File: config.mk
export PLATFORM = sky130hd
export DESIGN_NAME = digi_ota_cal_ctrl
export DESIGN_NICKNAME = d
export VERILOG_FILES = /design/src/rtl/digi_ota_pkg.sv /design/src/rtl/ota_vote_acc.sv /design/src/rtl/digi_ota_cal_ctrl.sv
export SDC_FILE = /design/constraint.sdc
export NUM_CORES = 1
export LEC_CHECK = 0
export ABC_AREA = 1
export CAP_MARGIN = 10
export CORE_ASPECT_RATIO = 1.2
export CORE_MARGIN = 8
export CORE_UTILIZATION = 59
export CTS_BUF_LIST = sky130_fd_sc_hd__clkbuf_2
export CTS_CLUSTER_DIAMETER = 120
export DETAILED_ROUTE_END_ITERATION = 6
export PLACE_DENSITY = 0.84
export SKIP_CTS_REPAIR_TIMING = 1
export SLEW_MARGIN = 20
export SYNTH_ARGS = -nofsm -noshare
export SYNTH_HDL_FRONTEND = slang
export SYNTH_SLANG_ARGS = --single-unit
export TNS_END_PERCENT = 5
File: constraint.sdc
create_clock -name clk -period 1.5 [get_ports clk]
set_input_delay 0.3 -clock clk [delete_from_list [all_inputs] [get_ports clk]]
set_output_delay 0.3 -clock clk [all_outputs]
set_load 0.1 [all_outputs]
File: src/rtl/digi_ota_pkg.sv
// Shared types and defaults for the OTA/comparator calibration sequencer.
// Holds the FSM state encoding and the parameter defaults used by the top.
package digi_ota_pkg;

   localparam int TRIM_W_DEF     = 5;
   localparam int SETTLE_CYC_DEF = 4;
   localparam int VOTE_N_DEF     = 7;

   localparam logic [TRIM_W_DEF-1:0] TRIM_MID = TRIM_W_DEF'(1) << (TRIM_W_DEF - 1);

   typedef enum logic [2:0] {
      S_IDLE,
      S_CAL_SET,
      S_CAL_SETTLE,
      S_CAL_VOTE,
      S_CAL_DECIDE,
      S_DONE,
      S_RUN_SETTLE,
      S_RUN_VOTE
   } state_e;

   function automatic logic is_cal(input state_e s);
      return (s == S_CAL_SET) || (s == S_CAL_SETTLE) ||
             (s == S_CAL_VOTE) || (s == S_CAL_DECIDE);
   endfunction

endpackage

File: src/rtl/ota_vote_acc.sv
// Majority-vote accumulator over VOTE_N comparator samples.
// win_done/maj are valid in the cycle of the last sample; the window restarts at once.
module ota_vote_acc #(
   parameter int VOTE_N = 7
) (
   input  logic clk,
   input  logic rst,
   input  logic clr,
   input  logic smp,
   input  logic bit_in,
   output logic win_done,
   output logic maj
);

   localparam int CW = $clog2(VOTE_N + 1);

   logic [CW-1:0] ones_q, ones_d;
   logic [CW-1:0] n_q, n_d;
   logic [CW-1:0] ones_inc;

   // Count ones and samples; wrap back to zero on the final sample of a window.
   always_comb begin
      ones_inc = ones_q + {{(CW-1){1'b0}}, bit_in};
      win_done = smp && (n_q == CW'(VOTE_N - 1));
      maj      = ones_inc > CW'(VOTE_N / 2);
      ones_d   = ones_q;
      n_d      = n_q;
      if (clr || win_done) begin
         ones_d = '0;
         n_d    = '0;
      end else if (smp) begin
         ones_d = ones_inc;
         n_d    = n_q + CW'(1);
      end
   end

   // Accumulator state.
   always_ff @(posedge clk) begin
      if (rst) begin
         ones_q <= '0;
         n_q    <= '0;
      end else begin
         ones_q <= ones_d;
         n_q    <= n_d;
      end
   end

endmodule

File: src/rtl/digi_ota_cal_ctrl.sv
// Calibration / run sequencer for the digital OTA-comparator cell.
// Binary-search offset trim with majority-voted bits, then windowed RUN decisions.
module digi_ota_cal_ctrl
   import digi_ota_pkg::*;
#(
   parameter int TRIM_W     = TRIM_W_DEF,
   parameter int SETTLE_CYC = SETTLE_CYC_DEF,
   parameter int VOTE_N     = VOTE_N_DEF
) (
   input  logic              clk,
   input  logic              rst,
   input  logic              start_cal,
   input  logic              run_en,
   input  logic              cmp_in,
   output logic              ota_en,
   output logic              az_short,
   output logic              out_oe,
   output logic [TRIM_W-1:0] trim,
   output logic              cal_busy,
   output logic              cal_done,
   output logic              err,
   output logic              dec_out,
   output logic              dec_valid
);

   localparam int SW = (SETTLE_CYC > 1) ? $clog2(SETTLE_CYC) : 1;
   localparam int BW = (TRIM_W > 1) ? $clog2(TRIM_W) : 1;
   localparam logic [TRIM_W-1:0] MID = TRIM_W'(1) << (TRIM_W - 1);

   if (VOTE_N % 2 == 0) begin : g_vote_odd
      $error("VOTE_N must be odd");
   end
   if (SETTLE_CYC < 2) begin : g_settle_min
      $error("SETTLE_CYC must be >= 2 to cover the synchroniser");
   end

   state_e            state_q, state_d;
   logic [BW-1:0]     bit_q, bit_d;
   logic [SW-1:0]     set_q, set_d;
   logic              hi_q, hi_d;
   logic              sync1_q, cmp_s_q;
   logic              ota_en_q, ota_en_d;
   logic              az_short_q, az_short_d;
   logic              out_oe_q, out_oe_d;
   logic [TRIM_W-1:0] trim_q, trim_d;
   logic              cal_busy_q, cal_busy_d;
   logic              cal_done_q, cal_done_d;
   logic              err_q, err_d;
   logic              dec_out_q, dec_out_d;
   logic              dec_valid_q, dec_valid_d;

   logic              acc_clr, acc_smp, acc_done, acc_maj;
   logic [TRIM_W-1:0] onehot;
   logic              settle_end;

   ota_vote_acc #(.VOTE_N(VOTE_N)) u_acc (
      .clk      (clk),
      .rst      (rst),
      .clr      (acc_clr),
      .smp      (acc_smp),
      .bit_in   (cmp_s_q),
      .win_done (acc_done),
      .maj      (acc_maj)
   );

   // Next-state and next-output logic for the sequencer.
   always_comb begin
      state_d     = state_q;
      bit_d       = bit_q;
      set_d       = '0;
      hi_d        = hi_q;
      ota_en_d    = ota_en_q;
      az_short_d  = az_short_q;
      out_oe_d    = out_oe_q;
      trim_d      = trim_q;
      cal_done_d  = cal_done_q;
      err_d       = err_q;
      dec_out_d   = dec_out_q;
      dec_valid_d = 1'b0;
      acc_smp     = 1'b0;
      acc_clr     = !((state_q == S_CAL_VOTE) || (state_q == S_RUN_VOTE));
      onehot      = TRIM_W'(1) << bit_q;
      settle_end  = (set_q == SW'(SETTLE_CYC - 1));

      unique case (state_q)
         S_IDLE: begin
            if (start_cal) begin
               state_d    = S_CAL_SET;
               bit_d      = BW'(TRIM_W - 1);
               trim_d     = '0;
               cal_done_d = 1'b0;
               err_d      = 1'b0;
            end else if (run_en) begin
               state_d    = S_RUN_SETTLE;
               ota_en_d   = 1'b1;
               out_oe_d   = 1'b1;
               az_short_d = 1'b0;
            end
         end
         S_CAL_SET: begin
            trim_d     = trim_q | onehot;
            ota_en_d   = 1'b1;
            az_short_d = 1'b1;
            state_d    = S_CAL_SETTLE;
         end
         S_CAL_SETTLE: begin
            if (settle_end) state_d = S_CAL_VOTE;
            else set_d = set_q + SW'(1);
         end
         S_CAL_VOTE: begin
            acc_smp = 1'b1;
            if (acc_done) begin
               hi_d    = acc_maj;
               state_d = S_CAL_DECIDE;
            end
         end
         S_CAL_DECIDE: begin
            if (hi_q) trim_d = trim_q & ~onehot;
            if (bit_q == '0) begin
               state_d = S_DONE;
            end else begin
               bit_d   = bit_q - BW'(1);
               state_d = S_CAL_SET;
            end
         end
         S_DONE: begin
            cal_done_d = 1'b1;
            err_d      = (trim_q == '0) || (trim_q == '1);
            ota_en_d   = 1'b0;
            az_short_d = 1'b0;
            state_d    = S_IDLE;
         end
         S_RUN_SETTLE, S_RUN_VOTE: begin
            if (start_cal) begin
               state_d    = S_CAL_SET;
               bit_d      = BW'(TRIM_W - 1);
               trim_d     = '0;
               cal_done_d = 1'b0;
               err_d      = 1'b0;
               out_oe_d   = 1'b0;
            end else if (!run_en) begin
               state_d  = S_IDLE;
               ota_en_d = 1'b0;
               out_oe_d = 1'b0;
            end else if (state_q == S_RUN_SETTLE) begin
               if (settle_end) state_d = S_RUN_VOTE;
               else set_d = set_q + SW'(1);
            end else begin
               acc_smp = 1'b1;
               if (acc_done) begin
                  dec_out_d   = acc_maj;
                  dec_valid_d = 1'b1;
               end
            end
         end
         default: state_d = S_IDLE;
      endcase

      cal_busy_d = is_cal(state_d);
   end

   // State, synchroniser and registered outputs.
   always_ff @(posedge clk) begin
      if (rst) begin
         state_q     <= S_IDLE;
         bit_q       <= '0;
         set_q       <= '0;
         hi_q        <= 1'b0;
         sync1_q     <= 1'b0;
         cmp_s_q     <= 1'b0;
         ota_en_q    <= 1'b0;
         az_short_q  <= 1'b0;
         out_oe_q    <= 1'b0;
         trim_q      <= MID;
         cal_busy_q  <= 1'b0;
         cal_done_q  <= 1'b0;
         err_q       <= 1'b0;
         dec_out_q   <= 1'b0;
         dec_valid_q <= 1'b0;
      end else begin
         state_q     <= state_d;
         bit_q       <= bit_d;
         set_q       <= set_d;
         hi_q        <= hi_d;
         sync1_q     <= cmp_in;
         cmp_s_q     <= sync1_q;
         ota_en_q    <= ota_en_d;
         az_short_q  <= az_short_d;
         out_oe_q    <= out_oe_d;
         trim_q      <= trim_d;
         cal_busy_q  <= cal_busy_d;
         cal_done_q  <= cal_done_d;
         err_q       <= err_d;
         dec_out_q   <= dec_out_d;
         dec_valid_q <= dec_valid_d;
      end
   end

   assign ota_en    = ota_en_q;
   assign az_short  = az_short_q;
   assign out_oe    = out_oe_q;
   assign trim      = trim_q;
   assign cal_busy  = cal_busy_q;
   assign cal_done  = cal_done_q;
   assign err       = err_q;
   assign dec_out   = dec_out_q;
   assign dec_valid = dec_valid_q;

endmodule
# After elaboration in Yosys (flattened, before gate mapping)
# Cells that the tools add are included.
# word_totals
ff_bits	30
latch_bits	0
ram_bits	0
romBits	0
inputBits	5
out_inout_bits	13
n_memories	0
# classes
n_addsub	4
multipliers	0
n_div	0
magnitude_cmp	1
eq_ne	22
n_shift	1
n_mux	39
n_bitwise	7
reduce_logical	29
# ops
operator	count
two-way mux 3 bit	11
case mux 3 bit (7 select lines)	1
equality test 3 bit, second input constant	6
case mux 5 bit (3 select lines)	1
equality test 3 x 2 -> 1 bit, second input constant	4
two-way mux 1 bit	12
!= test 2 bit, second input constant	6
two-way mux 5 bit	2
AND reduction 5 bit	2
AND reduction 3 bit	3
two-way mux 2 bit	4
case mux 1 bit (2 select lines)	4
equality test 3 x 1 -> 1 bit, second input constant	2
logical NOT 3 bit	2
logical OR 1 bit	6
case mux 3 bit (2 select lines)	1
nonzero test 2 bit	3
nonzero test 3 bit	2
bitwise AND 5 bit	1
equality test 5 bit, second input constant	1
logical NOT 5 bit	1
NOT 5 bit	1
bitwise OR 5 bit	1
OR reduction 5 bit	1
20 further kinds	25

# Depth between registers and ports, before layout
# Gate-level depths: netlist of run 1.
# depth
ltp_word	12
mapped_depth	11
ltp_nobuf	11

# Hierarchy
# Synthesis of run 1 repeated with hierarchy kept, for this count alone.
# hier_totals
hier_cells	232
area_unflattened_um2	1771.7
# modules_own_cells
module	n_inst	cells_each	area_each_um2
digi_ota_cal_ctrl	1	191	1466.4
ota_vote_acc	1	41	305.3

# Worst setup path before layout of run 1
# OpenSTA, ideal clock, no wires.
# synth_path
path_type	flip-flop to flip-flop
startpoint	register trim_q[2], in the netlist trim[2]
endpoint	register err_q, in the netlist err
setup_ps	134
t_arrival_ps	1467
setup_slack_ps	-100
stages_incl_launch_ff	6
period_less_slack_ps	1600
cell_sequence	dfxtp_1 -> nor2_1 -> a21oi_1 -> a21oi_1 -> nand2_1 -> a21oi_1
# synth_via
elab_chain_len	3
elab_cells_between_ends	4
# synth_lines
item	line_no	rtl
from (decl)	digi_ota_cal_ctrl.sv:45	logic [TRIM_W-1:0] trim_q, trim_d;
from (signal assigned)	digi_ota_cal_ctrl.sv:190	trim_q <= trim_d;
equality test 5 bit or logical NOT 5 bit (tied branches)	digi_ota_cal_ctrl.sv:128	err_d = (trim_q == '0) || (trim_q == '1);
logical OR 1 bit (*)	digi_ota_cal_ctrl.sv:128	
case mux 1 bit (2 select lines) (*)	digi_ota_cal_ctrl.sv:85	unique case (state_q)
to (signal assigned)	digi_ota_cal_ctrl.sv:193	err_q <= err_d;
to (decl)	digi_ota_cal_ctrl.sv:48	logic err_q, err_d;
# Every way passes the cells marked *; elsewhere a longest branch is shown, timed or not.
# A chain may end at the register's enable or synchronous reset.

# Worst setup path in the final report of run 1
# layout_path
startpoint	register bit_q[0]
endpoint	register cal_busy_q, in the netlist cal_busy
# layout_via
elab_chain_len	7
elab_cells_between_ends	10
# layout_lines
item	line_no	rtl
from (decl)	digi_ota_cal_ctrl.sv:38	logic [BW-1:0] bit_q, bit_d;
from (signal assigned)	digi_ota_cal_ctrl.sv:182	bit_q <= bit_d;
logical NOT 3 bit (*)	digi_ota_cal_ctrl.sv:119	if (bit_q == '0) begin
two-way mux 3 bit (*)	digi_ota_cal_ctrl.sv:119	
case mux 3 bit (7 select lines) (*)	digi_ota_cal_ctrl.sv:85	
equality test 3 x 1 -> 1 bit or equality test 3 x 2 -> 1 bit (tied branches)	digi_ota_pkg.sv:23	return (s == S_CAL_SET) || (s == S_CAL_SETTLE) ||
logical OR 1 bit (2 in a row)	digi_ota_pkg.sv:23	
logical OR 1 bit (*)	digi_ota_pkg.sv:24	(s == S_CAL_VOTE) || (s == S_CAL_DECIDE);
to (signal assigned)	digi_ota_cal_ctrl.sv:191	cal_busy_q <= cal_busy_d;
to (decl)	digi_ota_cal_ctrl.sv:46	logic cal_busy_q, cal_busy_d;
# Marks and branches as above.

==> metrics.csv, run 1 <==
metric;value;unit
status;complete, no violations;
hold_violations;0;
layout_setup_ws;0.0927;ns
clock-sinks;30;
synth_nets;258;
clk_pin_slew_worst_paths;0.17;ns
setup_viol;0;
cts_buffer_depth;2;
drc_errors;0;
numCtsBuffers;5;
drv_slew;0;
die_h;77.0;um
fin_util;0.779;
drive_above_1_share;0.329;
post-route-period-util;0.938;
vias_per_cell;5.42;
path_cells;inv_2, ha_2, inv_1, nor2_4, nand3_1, nand3_1, nand3_2, nand2_1, nand2_1, inv_1;
routed_wirelength;4.19;mm
slowest_stage;dfxtp_2;
hold_path_class;flop to flop;
period_needed;1.41;ns
critPathRequiredTime;1.83;ns
synth_cells;243;
core_area;3000;sq um
antenna_found_initial;0;
maxSlewHeadroom;0.805;
crit_type;flop to flop;
p_leak;1.03;nW
rrSetupSlack;0.09;ns
grt_overflow;0;
synth.distinct_cells;35;
multi_input_area;1090;sq um
worst_setup_path_start_kind;flop;
dieArea;5150;sq um
design_area;2340;sq um
io_pins;18;
root_buffer;clkbuf_2;
rsz0062_at_grt;yes;
grt_max_degree;18;
gp_congestion;0.913;
routedWlPerCell;13.4;um
crit_arrival;1.74;ns
max_cap_violations;0;
die-width;66.8;um
setup.worst_path.start;bit_q[0];
synth.cell_area;1830;sq um
start_util;0.610;
grt_pass1_wl;6.89;mm
yosys_warnings;0;
power.density;1790;nW/um^2
cts.htree.levels;2;
cts_tree;done;
slowest_delay;0.36;ns
area.growth.synth_to_final;27.7;%
worstRegToRegCells;10;
rr_endpoint;cal_busy;
nNetsFinal;292;
cp_max_fo;4;
place_area;2250;sq um
synth.yosys.seq_area_share;0.328;
place_inst;306;
io_buffer_count;17;
final_common_cell;nand2_1;
grt_pass1_vias;1664;
drt_pass1_iterations;5;
avgSynthCellArea;7.53;sq um
max_freq;0.711;GHz
fin_worst_skew;0.0315;ns
ys_ff_latch;30;
worst_slew_pin_slew;0.291;ns
diodes;0;
register_area;612;sq um
fillers;208;
pre_cts_slack;-0.283;ns
vdd_drop_max;1440;uV
dp_hpwl;3.16;mm
drt_iter0_markers;86;
final_cell_mix;nand2_1 (42), nor2_1 (27), dfxtp_1 (21);
num_vias;1695;
timing.rr.start;bit_q[0];
clock_latency;0.39;ns
end_kind;flop;
ant_nets;0;
grt.total_usage;0.170;
row_count;22;
crit_end;cal_busy;
instances_no_fill;313;
critical path: cells and delay by family (launching register included):
| kind | cells | cell delay [ns] |
|---|---|---|
| flip-flops | 1 | 0.36 |
| buffers and inverters | 3 | 0.20 |
| AND/OR/NAND/NOR | 6 | 0.59 |
| adder cells (fa/ha/maj) | 1 | 0.20 |
metrics by stage:
| step | setup TNS, ns | hold WS [ns] | power, mW |
|---|---|---|---|
| 2_1_floorplan | 0 | 0.388 | 2.92 |
| 5_1_grt | -0.0186 | 0.435 | 4.44 |
| 4_1_cts | -0.0306 | 0.419 | 4.14 |
| 3_3_place_gp | -1.47 | 0.401 | 3.53 |
| 3_5_place_dp | -2.31 | 0.406 | 3.59 |
| 6_report | 0 | 0.407 | 4.19 |
power by group:
part / leakage, nW / switching, mW / total (mW) / internal, mW
combinational: 0.747 / 1.61 / 2.50 / 0.888
clock: 0.0365 / 0.279 / 0.548 / 0.269
sequential: 0.249 / 0.203 / 1.14 / 0.940
total: 1.03 / 2.09 / 4.19 / 2.10
area by class of cell:
| class | count | area share |
|---|---|---|
| sequential | 30 | 0.262 |
| inverter | 31 | 0.0541 |
| multi-input combinational | 178 | 0.466 |
| clock buffer | 5 | 0.0107 |
| clock inverter | 2 | 0.0145 |
| tap | 36 | 0.0193 |
| timing repair buffer | 31 | 0.174 |
how the worst min path moves through the flow:
stage             from  endpoint  slack [ns]  cells past startpoint
3_3_place_gp   sync1_q   cmp_s_q        0.40                      2
5_1_grt        sync1_q   cmp_s_q        0.43                      2
4_1_cts        sync1_q   cmp_s_q        0.42                      2
3_5_place_dp   sync1_q   cmp_s_q        0.41                      2
2_1_floorplan  sync1_q   cmp_s_q        0.39                      2
6_report       sync1_q   cmp_s_q        0.41                      2
routing by layer:
layer	part of all wire	track usage	vias up	wire, um
met5	0	0	-	0
met4	0.020	0.0835	0	82
met3	0.049	0.0538	10	206
met2	0.55	0.304	46	2310
met1	0.38	0.167	783	1590
li1	-	-	856	-
sequential cells by signal (all words and copies together) (netlist names):
name,cells
cmp_s_q,1
cal_done,1
bit_q,3
dec_out,1
u_acc.n_q,3
az_short,1
dec_valid,1
state_q,3
hi_q,1
u_acc.ones_q,3
err,1
out_oe,1
cal_busy,1
sync1_q,1
trim,5
set_q,2
ota_en,1
synthesized netlist by cell type:
library cell | n | area share
o211ai_1 | 2 | 0.0082
buf_2 | 1 | 0.0027
o21ai_0 | 8 | 0.022
inv_6 | 1 | 0.0048
a211oi_1 | 1 | 0.0041
nand2_4 | 5 | 0.031
nand2_8 | 3 | 0.033
a21oi_2 | 7 | 0.034
xor2_1 | 2 | 0.0096
nor3b_1 | 2 | 0.0082
nand2_1 | 43 | 0.088
a21oi_1 | 16 | 0.044
clkbuf_1 | 1 | 0.0021
ha_1 | 10 | 0.068
buf_6 | 2 | 0.012
nor2_2 | 3 | 0.010
nor3_1 | 2 | 0.0055
nor4_1 | 1 | 0.0034
dfxtp_1 | 30 | 0.33
a31oi_1 | 1 | 0.0034
inv_2 | 5 | 0.010
clkinv_1 | 1 | 0.0021
nand4_1 | 3 | 0.010
o21ai_1 | 4 | 0.011
o21bai_1 | 1 | 0.0041
o21ai_2 | 1 | 0.0048
inv_1 | 23 | 0.047
nand3_1 | 17 | 0.047
clkinv_4 | 1 | 0.0048
nor2_4 | 5 | 0.031
o21a_1 | 1 | 0.0041
or2_1 | 1 | 0.0034
nor2_1 | 28 | 0.057
nand2_2 | 10 | 0.034
o211ai_2 | 1 | 0.0068
kinds of logic after synthesis:
group / count (synthesis) / share of synthesized area
AND/OR/NAND/NOR: 123 / 0.362
AO/OA/AOI/OAI: 43 / 0.146
buffers and inverters: 35 / 0.0862
flip-flops: 30 / 0.328
adder cells (fa/ha/maj): 10 / 0.0684
XOR/XNOR: 2 / 0.00958
Note: power is estimated with default switching activity, not from simulation.
==> run 2, diff against run 1 <==
CELL_PAD_IN_SITES_DETAIL_PLACEMENT = 0   (was unset)
CELL_PAD_IN_SITES_GLOBAL_PLACEMENT = 1   (was unset)
CORE_UTILIZATION = 43   (was 59)
PLACE_DENSITY = 0.83   (was 0.84)
==> metrics.csv, run 2 (synthesis results as in run 1) <==
metric;value;unit;change
setup_viol;0;;unchanged
dp_hpwl;3.24;mm;was 3.16 mm
layout_setup_ws;0.120;ns;was 0.0927 ns
io_buffer_count;17;;unchanged
status;complete, no violations;;unchanged
max_cap_violations;0;;unchanged
p_leak;1.08;nW;was 1.03 nW
critPathRequiredTime;1.20;ns;was 1.83 ns
cts_tree;done;;unchanged
crit_type;flop to output pin;;was flop to flop
final_cell_mix;nand2_1 (41), nor2_1 (27), inv_1 (22);;was nand2_1 (42), nor2_1 (27), dfxtp_1 (21)
cts.htree.levels;2;;unchanged
crit_arrival;1.08;ns;was 1.74 ns
clk_pin_slew_worst_paths;0.17;ns;about the same
slowest_delay;0.50;ns;was 0.36 ns
instances_no_fill;341;;was 313
ant_nets;0;;unchanged
tns;0;ns;unchanged
hold_path_class;flop to flop;;unchanged
vdd_drop_max;1080;uV;was 1440 uV
diodes;0;;unchanged
routed_wirelength;4.14;mm;was 4.19 mm
critPathBufInv;1;;was 3
drc_errors;0;;unchanged
area.growth.synth_to_final;33.7;%;was 27.7%
critical-path-top-delay-family;flip-flops;;was simple AND/OR/NAND/NOR gates
grt_pass1_vias;1612;;was 1664
slowest_stage;dfxtp_1;;was dfxtp_2
path_cells;buf_12;;was inv_2, ha_2, inv_1, nor2_4, nand3_1, nand3_1, nand3_2, nand2_1, nand2_1, inv_1
grt.total_usage;0.143;;was 0.170
grt_overflow;0;;unchanged
grt_pass1_wl;7.31;mm;was 6.89 mm
largest_reg_flops;5;;unchanged
row_count;26;;was 22
rrSetupSlack;0.14;ns;was 0.09 ns
root_buffer;clkbuf_2;;unchanged
max_freq;0.725;GHz;was 0.711 GHz
whs;0.417;ns;was 0.407 ns
clock_latency;0.37;ns;was 0.39 ns
drv_slew;0;;unchanged
cp_max_fo;5;;was 4
antenna_found_initial;0;;unchanged
nNetsFinal;299;;was 292
gp_congestion;0.849;;was 0.913
drt_pass1_iterations;4;;was 5
maxSlewHeadroom;0.800;;was 0.805
fin_util;0.587;;was 0.779
pre_cts_slack;-0.215;ns;was -0.283 ns
clock-sinks;30;;unchanged
end_kind;output pin;;was flop
worst_setup_path_start_kind;flop;;unchanged
drt_iter0_markers;51;;was 86
die-width;75.5;um;was 66.8 um
power.density;1780;nW/um^2;was 1790 nW/um^2
io_pins;18;;unchanged
worst_slew_pin_slew;0.300;ns;was 0.291 ns
dieArea;6610;sq um;was 5150 sq um
drive_above_1_share;0.340;;was 0.329
die_h;87.5;um;was 77.0 um
routedWlPerCell;12.1;um;was 13.4 um
start_util;0.439;;was 0.610
post-route-period-util;0.920;;was 0.938
cts_buffer_depth;2;;unchanged
place_inst;331;;was 306
final_common_cell;nand2_1;;unchanged
period_needed;1.38;ns;was 1.41 ns
fin_worst_skew;0.0134;ns;was 0.0315 ns
core_area;4160;sq um;was 3000 sq um
grt_max_degree;18;;unchanged
numCtsBuffers;5;;unchanged
hold_violations;0;;unchanged
rsz0062_at_grt;no;;was yes
vias_per_cell;4.91;;was 5.42
num_vias;1674;;was 1695
==> run 2: report_power, final <==
| group | internal (mW) | switching (mW) |
|---|---|---|
| Sequential | 0.940 | 0.193 |
| Clock | 0.444 | 0.295 |
| Combinational | 0.911 | 1.58 |
==> run 2: routing by layer <==
metal	global-route usage	wire length (um)
met5	0	0
met4	0.0578	73
met3	0.0357	138
met2	0.245	2170
met1	0.163	1750
==> run 2: area by class of cell <==
type                       count  area (sq um)
clock buffer                   5          25.0
clock inverter                 3          63.8
fill                         411          1720
inverter                      31           126
multi-input combinational    178          1090
sequential                    30           612
tap                           56          70.1
timing repair buffer          38           458
==> run 2: per-stage QoR <==
stage	power [mW]	instance area, sq um
floorplan	2.92	1830
global placement	3.60	2320
detailed placement	3.62	2320
CTS	4.37	2400
global route	4.67	2450
finish	4.36	2450
==> run 2: final timing paths <==
kind	from	to	cells past startpoint
setup / recovery	trim[4]	trim[4]	1
hold / removal	sync1_q	cmp_s_q	2
setup reg to reg	u_acc.n_q[0]	cal_busy	10
hold reg to reg	sync1_q	cmp_s_q	2
